### src/rtl/nibble_serial_addsub_if.sv
// Operand request / result response bundle for the nibble-serial add/sub unit.
// master = operand producer and result consumer, slave = the sequencer.
interface nibble_serial_addsub_if #(
    parameter int WIDTH = 16
);
    logic             in_valid;
    logic             in_ready;
    logic [WIDTH-1:0] a;
    logic [WIDTH-1:0] b;
    logic             sub;
    logic             out_valid;
    logic             out_ready;
    logic [WIDTH-1:0] result;
    logic             flag_z;
    logic             flag_n;
    logic             flag_v;
    logic             flag_c;

    modport master (
        output in_valid, a, b, sub, out_ready,
        input  in_ready, out_valid, result, flag_z, flag_n, flag_v, flag_c
    );

    modport slave (
        input  in_valid, a, b, sub, out_ready,
        output in_ready, out_valid, result, flag_z, flag_n, flag_v, flag_c
    );
endinterface

### src/rtl/nibble_serial_addsub.sv
// WIDTH-bit add/subtract done one nibble per cycle (LSB first) through a single
// 4-bit carry-lookahead slice; assembles result and Z/N/V/C flags.

module nsa_cla4 (
    input  logic [3:0] a,
    input  logic [3:0] b,
    input  logic       cin,
    input  logic       sub,
    output logic [3:0] sum,
    output logic       cout
);
    logic [3:0] bx, g, p;
    logic [4:0] c;

    // sub pin inverts B and forces carry-in; only usable on a lone nibble
    assign bx   = sub ? ~b : b;
    assign g    = a & bx;
    assign p    = a ^ bx;
    assign c[0] = sub | cin;
    assign c[1] = g[0] | (p[0] & c[0]);
    assign c[2] = g[1] | (p[1] & g[0]) | (p[1] & p[0] & c[0]);
    assign c[3] = g[2] | (p[2] & g[1]) | (p[2] & p[1] & g[0])
                | (p[2] & p[1] & p[0] & c[0]);
    assign c[4] = g[3] | (p[3] & g[2]) | (p[3] & p[2] & g[1])
                | (p[3] & p[2] & p[1] & g[0]) | (p[3] & p[2] & p[1] & p[0] & c[0]);
    assign sum  = p ^ c[3:0];
    assign cout = c[4];
endmodule

module nibble_serial_addsub #(
    parameter int WIDTH = 16
) (
    input logic                 clk,
    input logic                 rst,
    nibble_serial_addsub_if.slave bus
);
    localparam int NIB = WIDTH / 4;
    localparam int NCW = (NIB > 1) ? $clog2(NIB) : 1;

    typedef enum logic [1:0] {S_IDLE, S_RUN, S_DONE} state_t;

    state_t           state;
    logic [WIDTH-1:0] a_q, b_q, res_q, res_nx;
    logic             sub_q, carry_q;
    logic [NCW-1:0]   nib_cnt;
    logic [NCW+1:0]   bit_ofs;
    logic             in_ready_q, out_valid_q;
    logic             z_q, n_q, v_q, c_q;
    logic             last_nib;

    logic [3:0] s_a, s_b, s_sum;
    logic       s_cin, s_cout;

    assign bit_ofs  = {nib_cnt, 2'b00};
    assign last_nib = (nib_cnt == NCW'(NIB - 1));

    always_comb begin
        s_a    = a_q[bit_ofs +: 4];
        s_b    = b_q[bit_ofs +: 4];
        s_cin  = (nib_cnt == '0) ? sub_q : carry_q;
        res_nx = res_q;
        res_nx[bit_ofs +: 4] = s_sum;
    end

    // B is pre-inverted at accept; the slice sub pin stays low
    nsa_cla4 u_slice (
        .a    (s_a),
        .b    (s_b),
        .cin  (s_cin),
        .sub  (1'b0),
        .sum  (s_sum),
        .cout (s_cout)
    );

    always_ff @(posedge clk) begin
        if (rst) begin
            state       <= S_IDLE;
            nib_cnt     <= '0;
            carry_q     <= 1'b0;
            a_q         <= '0;
            b_q         <= '0;
            sub_q       <= 1'b0;
            res_q       <= '0;
            z_q         <= 1'b0;
            n_q         <= 1'b0;
            v_q         <= 1'b0;
            c_q         <= 1'b0;
            in_ready_q  <= 1'b1;
            out_valid_q <= 1'b0;
        end else begin
            case (state)
                S_IDLE: begin
                    if (bus.in_valid && in_ready_q) begin
                        a_q        <= bus.a;
                        b_q        <= bus.sub ? ~bus.b : bus.b;
                        sub_q      <= bus.sub;
                        nib_cnt    <= '0;
                        in_ready_q <= 1'b0;
                        state      <= S_RUN;
                    end
                end
                S_RUN: begin
                    res_q   <= res_nx;
                    carry_q <= s_cout;
                    nib_cnt <= nib_cnt + NCW'(1);
                    if (last_nib) begin
                        z_q         <= ~|res_nx;
                        n_q         <= res_nx[WIDTH-1];
                        c_q         <= s_cout;
                        v_q         <= (a_q[WIDTH-1] == b_q[WIDTH-1]) &&
                                       (res_nx[WIDTH-1] != a_q[WIDTH-1]);
                        out_valid_q <= 1'b1;
                        state       <= S_DONE;
                    end
                end
                S_DONE: begin
                    if (bus.out_ready) begin
                        out_valid_q <= 1'b0;
                        in_ready_q  <= 1'b1;
                        state       <= S_IDLE;
                    end
                end
                default: state <= S_IDLE;
            endcase
        end
    end

    assign bus.in_ready  = in_ready_q;
    assign bus.out_valid = out_valid_q;
    assign bus.result    = res_q;
    assign bus.flag_z    = z_q;
    assign bus.flag_n    = n_q;
    assign bus.flag_v    = v_q;
    assign bus.flag_c    = c_q;
endmodule

### src/flat_wrapper.sv
// flat-port wrapper written by rule: the top's interface ports become plain ports
module nibble_serial_addsub_flat 
#(
    parameter int WIDTH = 16
)
  (clk, rst, bus_in_valid, bus_a, bus_b, bus_sub, bus_out_ready, bus_in_ready, bus_out_valid, bus_result, bus_flag_z, bus_flag_n, bus_flag_v, bus_flag_c);
  nibble_serial_addsub_if #(.WIDTH(WIDTH)) bus_i ();
  input logic clk;
  input logic rst;
  input wire logic [$bits(bus_i.in_valid)-1:0] bus_in_valid;
  input wire logic [$bits(bus_i.a)-1:0] bus_a;
  input wire logic [$bits(bus_i.b)-1:0] bus_b;
  input wire logic [$bits(bus_i.sub)-1:0] bus_sub;
  input wire logic [$bits(bus_i.out_ready)-1:0] bus_out_ready;
  output wire logic [$bits(bus_i.in_ready)-1:0] bus_in_ready;
  output wire logic [$bits(bus_i.out_valid)-1:0] bus_out_valid;
  output wire logic [$bits(bus_i.result)-1:0] bus_result;
  output wire logic [$bits(bus_i.flag_z)-1:0] bus_flag_z;
  output wire logic [$bits(bus_i.flag_n)-1:0] bus_flag_n;
  output wire logic [$bits(bus_i.flag_v)-1:0] bus_flag_v;
  output wire logic [$bits(bus_i.flag_c)-1:0] bus_flag_c;
  assign bus_i.in_valid = bus_in_valid;
  assign bus_i.a = bus_a;
  assign bus_i.b = bus_b;
  assign bus_i.sub = bus_sub;
  assign bus_i.out_ready = bus_out_ready;
  assign bus_in_ready = bus_i.in_ready;
  assign bus_out_valid = bus_i.out_valid;
  assign bus_result = bus_i.result;
  assign bus_flag_z = bus_i.flag_z;
  assign bus_flag_n = bus_i.flag_n;
  assign bus_flag_v = bus_i.flag_v;
  assign bus_flag_c = bus_i.flag_c;
  nibble_serial_addsub #(.WIDTH(WIDTH)) u_core (.clk(clk), .rst(rst), .bus(bus_i));
endmodule
### config.mk
export PLATFORM = sky130hd
export DESIGN_NAME = nibble_serial_addsub_flat
export DESIGN_NICKNAME = d
export VERILOG_FILES = /design/src/rtl/nibble_serial_addsub_if.sv /design/src/rtl/nibble_serial_addsub.sv /design/src/flat_wrapper.sv
export SDC_FILE = /design/constraint.sdc
export NUM_CORES = 1
export LEC_CHECK = 0
export ABC_AREA = 0
export CAP_MARGIN = 20
export CORE_MARGIN = 5
export CORE_UTILIZATION = 51
export CTS_CLUSTER_DIAMETER = 80
export DETAILED_ROUTE_END_ITERATION = 12
export PLACE_DENSITY = 0.79
export SYNTH_ARGS = -nofsm -noshare
export SYNTH_HDL_FRONTEND = slang
export SYNTH_SLANG_ARGS = --single-unit
### constraint.sdc
create_clock -name clk -period 4.25 [get_ports clk]
set_input_delay 0.6375 -clock clk [delete_from_list [all_inputs] [get_ports clk]]
set_output_delay 0.6375 -clock clk [all_outputs]
set_load 0.005 [all_outputs]
; ---- Yosys cells after proc, flatten, opt, wreduce, memory -nomap -nowiden
; Index checks and enable logic that the tools add are counted.
[word_totals]
register_bits = 60
latchBits = 0
ram_bits = 0
mem_bits_ro = 0
in_bits = 37
out_inout_bits = 22
word_cells = 87
n_memories = 0
[classes]
n_addsub = 2
mul = 0
div_mod_pow = 0
n_lt_le_gt_ge = 0
eq_ne = 8
n_shift = 4
muxes = 15
n_bitwise = 30
n_reduce_logical = 15
[op_table]
columns = op, n
row1 = indexed part select 16 x 5 -> 4 bit, 2
row2 = AND 1 bit, 16
row3 = bitwise mux 16 bit, 1
row4 = two-way mux 16 bit, 1
row5 = inverter 16 bit, 1
row6 = OR reduction 16 bit, 1
row7 = "variable shift 4 x 6 -> 16 bit, first input constant", 1
row8 = indexed part select 4 x 6 -> 16 bit, 1
row9 = bitwise OR 1 bit, 10
row10 = AND reduction 3 bit, 3
row11 = two-way mux 2 bit, 4
row12 = XOR 4 bit, 2
row13 = negator 4 -> 6 bit, 1
row14 = one-hot mux 2 bit (3 select lines), 1
row15 = AND reduction 2 bit, 3
row16 = nonzero test 2 bit, 3
row17 = two-way mux 1 bit, 5
row18 = AND 4 bit, 1
row19 = "equality test 2 bit, second input constant", 2
row20 = zero test 2 bit, 2
row21 = "!= test 2 x 1 -> 1 bit, second input constant", 2
row22 = one-hot mux 1 bit (2 select lines), 2
row23 = one-hot mux 2 bit (2 select lines), 1
row24 = "adder 2 x 1 -> 2 bit, second input constant", 1
row25 = 6 further kinds, 7

; ---- Depth between registers and ports, before layout
[depth]
word_depth = 11
ltp_mapped = 8
ltp_nobuf = 7

; ---- Modules after synthesis
; From an unflattened synthesis, not the netlist that was laid out.
[unflattened]
hier_cells = 349
hier_area_um2 = 3036.7
[modules_own_cells]
columns = module, instances, cells_per_inst, area_per_inst_um2, seq_area_each_um2
row1 = nibble_serial_addsub, 1, 321, 2798.9, 1201.2
row2 = nsa_cla4, 1, 28, 237.7, 0.0

; ---- Worst setup path before layout
; OpenSTA, ideal clock, no wires.
[synth_timing]
path_kind = register to register
start = register u_core.nib_cnt[0]
end = register u_core.v_q (netlist: u_core.bus.flag_v)
arrival_ns = 2.973
slack_ns = 1.189
path_stages_with_launch = 9
path_buffers = 1
synth_period_minus_slack_ns = 3.061
cell_sequence = dfxtp_1 -> buf_1 -> mux4_2 -> ha_1 -> a21o_1 -> a22oi_2 -> a221oi_4 -> or3_1 -> a311oi_2
[synth_via]
elab_chain_len = 11
[synth_rtl]
columns = element, line
row1 = start: declaration, nibble_serial_addsub.sv:45  ; logic [NCW-1:0] nib_cnt;
row2 = start signal: assignment, nibble_serial_addsub.sv:105  ; nib_cnt <= nib_cnt + NCW'(1);
row3 = "indexed part select 16 x 5 -> 4 bit, on equally long branches", "nibble_serial_addsub.sv:58, nibble_serial_addsub.sv:59"
row4 = XOR 4 bit / AND 4 bit (equally long branches), "nibble_serial_addsub.sv:18, nibble_serial_addsub.sv:17"
row5 = "AND 1 bit, on equally long branches", "nibble_serial_addsub.sv:22, nibble_serial_addsub.sv:23"
row6 = "bitwise OR 1 bit, or another cell as far along", nibble_serial_addsub.sv:22  ; assign c[3] = g[2] | (p[2] & g[1]) | (p[2] & p[1] & g[0])
row7 = bitwise OR 1 bit / AND 1 bit (equally long branches), "nibble_serial_addsub.sv:22, nibble_serial_addsub.sv:23"
row8 = bitwise OR 1 bit, nibble_serial_addsub.sv:23  ; | (p[2] & p[1] & p[0] & c[0]);
row9 = XOR 4 bit, nibble_serial_addsub.sv:26  ; assign sum = p ^ c[3:0];
row10 = indexed part select 4 x 6 -> 16 bit, nibble_serial_addsub.sv:62  ; res_nx[bit_ofs +: 4] = s_sum;
row11 = bitwise mux 16 bit, nibble_serial_addsub.sv:62
row12 = != test 1 bit, nibble_serial_addsub.sv:111  ; (res_nx[WIDTH-1] != a_q[WIDTH-1]);
row13 = logical AND 1 bit, nibble_serial_addsub.sv:110  ; v_q <= (a_q[WIDTH-1] == b_q[WIDTH-1]) &&
row14 = end signal: assignment, nibble_serial_addsub.sv:110
row15 = end: declaration, nibble_serial_addsub.sv:48  ; logic z_q, n_q, v_q, c_q;
; Several ways; a longest one is shown, not always the timed one.
; A chain may end at the register's enable or synchronous reset.

; ---- Final worst setup path
; Ends and elaborated chain as after synthesis.

==> impl_metrics.py <==
metrics = {
    "final_layout": {
        "fin_nets": 422,
        "syn_to_final_growth_pct": 28.1,
        "drive_gt1_frac": 0.0899,
        "seqCellArea_mm2": 0.00120,
        "nFillCells": 460,
        "mostFrequentLayoutCells": "dfxtp_1 (60), clkdlybuf4s50_1 (57), nor2_1 (46)",
        "final_common_cell": "dfxtp_1",
        "post-route-util": 0.674,
        "design_area_mm2": 0.00373,
        "diodes": 0,
        "multi_input_area_mm2": 0.00162,
    },
    "global_route": {
        "grt_usage": 0.180,
        "overflow": 0,
        "grt_pass1_vias": 2340,
        "grt_max_degree": 62,
        "grt_antenna_before_repair": 0,
        "grt_pass1_wl_um": 10600,
    },
    "clock_tree": {
        "cts.reportedPaths.clkPinSlew_ps": 70,
        "cts_tree": "done",
        "htreeDepth": 3,
        "cts_repair_resize_count": 0,
        "cts_buffers": 9,
        "clk_latency_ps": 340,
        "clockRootBuffer": "clkbuf_8",
        "clk_path_buf_depth": 2,
        "clock-sinks": 60,
        "postCtsSetupBuffers": 0,
        "ctsHoldBuffers": 0,
    },
    "synthesis": {
        "synthArstFlopShare": 0,
        "ys_seq_area_frac": 0.412,
        "syn-mean-instance-area_um2": 9.03,
        "synth_seq_cells": 60,
        "ys_types": 46,
        "syn_area_mm2": 0.00292,
        "synth.net_count": 372,
        "yosys_warnings": 0,
        "synth_cells": 323,
        "ys.flop_type": "dfxtp_1",
        "synth_edf_count": 0,
    },
    "placement": {
        "place_area_mm2": 0.00352,
        "place_ws_ps": 1080,
        "io_buffers": 58,
        "gp_congestion": 0.883,
        "hpwl_um": 4550,
    },
    "timing": {
        "relSlewSlack": 0.280,
        "worstMarginPinSlew_ps": 1080,
        "post-route-period-util": 0.748,
        "setup_viol": 0,
        "hold_viol_final": 0,
        "worst_slack_ps": 1070,
        "report.final.slew_viol_count": 0,
        "rsz0062_at_grt": "no",
        "fin_skew_ps": 8.33,
        "fin_setup_tns_ps": 0,
        "finalCriticalPeriod_ps": 3180,
        "fmax_mhz": 315,
    },
    "min_path": {
        "hold_class": "reg -> reg",
        "whs_path_depth": 2,
        "hp-start": "u_core.a_q[3]",
        "hold-path-endpoint": "u_core.a_q[3]",
    },
    "power": {
        "powerDensity_mw_per_mm2": 384,
        "p_comb_frac": 0.175,
        "p_int_uw": 1060,
        "power.switching_fraction": 0.261,
        "leakage_uw": 0.00134,
        "ir_worst_vdd_mv": 0.283,
        "seqPwrFrac": 0.434,
        "power_switching_uw": 374,
        "p_clk_frac": 0.391,
    },
    "drt": {
        "remaining_drc_errors": 0,
        "ant_nets": 0,
        "num_vias": 2492,
        "avgRoutedWirePerCell_um": 14.1,
        "vias_per_cell": 5.54,
        "dr.pass1.iters": 4,
        "wl_um": 6350,
        "drtIter0Drc": 140,
    },
    "setup_path": {
        "critPathLaunchType": "flop",
        "r2r_slack_ps": 1070,
        "crit_arrival_ps": 3420,
        "cp-end-kind": "flop",
        "r2r_cells": 7,
        "r2r-end": "u_core.bus.flag_v",
        "worst-path-max-fanout": 17,
        "critPathKind": "reg -> reg",
        "rr_startpoint": "u_core.nib_cnt[0]",
        "required_ps": 4490,
    },
    "floorplanning": {
        "ioPinCount": 59,
        "floorplan.die_area_mm2": 0.00733,
        "initial_core_util": 0.526,
        "core_area_mm2": 0.00554,
        "row_count": 27,
        "die_height_um": 85.6,
        "die_x_um": 85.6,
    },
    "status": {
        "status": "complete, no violations",
    },
    "job": {
        "cap_violations": 0,
    },
}
registers in the layout, indices dropped and copies added (netlist names):
name                  flops
u_core.carry_q            1
u_core.bus.flag_c         1
u_core.bus.flag_v         1
u_core.sub_q              1
u_core.nib_cnt            2
u_core.bus.result        16
u_core.bus.out_valid      1
u_core.b_q               16
u_core.bus.in_ready       1
u_core.bus.flag_z         1
u_core.a_q               16
u_core.bus.flag_n         1
u_core.state              2
routing by layer:
layer	track usage	up-vias	wire [um]
li1	-	1250	-
met1	0.222	1165	2910
met2	0.300	71	3030
met3	0.0519	6	362
met4	0.0619	0	46
met5	0	-	0
synth_stat cells, drive strengths merged (6+ instances only):
library cell   n  share of area
clkbuf        15          0.019
mux4           8          0.062
a211oi        20          0.053
inv            6         0.0077
a21oi         25          0.043
xnor2         16          0.048
dfxtp         60           0.41
ha            11          0.047
nor2          46          0.059
a22oi         17          0.047
nand2         41          0.053
power by group through the flow:
stage                     logic, uW  clock network [uW]  registers (uW)
after floorplan                 176                   0             624
after global placement          247                   0             635
after detailed placement        250                   0             636
after CTS                       251                 568             623
after global routing            277                 596             628
final                           251                 561             623
area by class of cell:
class,instances,share of cell area
sequential,60,0.322
clock buffer,12,0.0389
tap,72,0.0241
multi-input combinational,237,0.434
clock inverter,4,0.0194
inverter,6,0.00603
timing repair buffer,59,0.156
logic make-up after synthesis:
logic type / count (synthesis) / share of synthesized area
AND/OR/NAND/NOR: 120 / 0.187
adder cells (fa/ha/maj): 12 / 0.0541
multiplexers: 9 / 0.0670
flip-flops: 60 / 0.412
XOR/XNOR: 17 / 0.0511
buffers and inverters: 26 / 0.0343
AO/OA/AOI/OAI: 79 / 0.195
worst max-delay path: stages (launching register included):
cell	delay [ps]
dfxtp_1	800
mux4_2	590
ha_1	400
a21o_1	220
a22oi_2	280
a221oi_4	110
or3_1	400
a311oi_2	280
metrics by stage:
stage	cells	power (uW)	hold slack [ps]
after global routing	450	1500	484
final	450	1440	454
after global placement	434	882	445
after detailed placement	434	885	450
after CTS	450	1440	459
after floorplan	323	800	433
worst max path at each step:
stage	from	to	cells after the start
final	u_core.nib_cnt[0]	u_core.bus.flag_v	7
after global routing	u_core.nib_cnt[0]	u_core.bus.result[14]	7
after CTS	u_core.nib_cnt[0]	u_core.bus.flag_v	7
after detailed placement	u_core.nib_cnt[0]	u_core.bus.flag_v	7
after global placement	u_core.nib_cnt[0]	u_core.bus.flag_v	7
after floorplan	u_core.nib_cnt[0]	u_core.bus.flag_v	8
(Power assumes the default switching activity.)
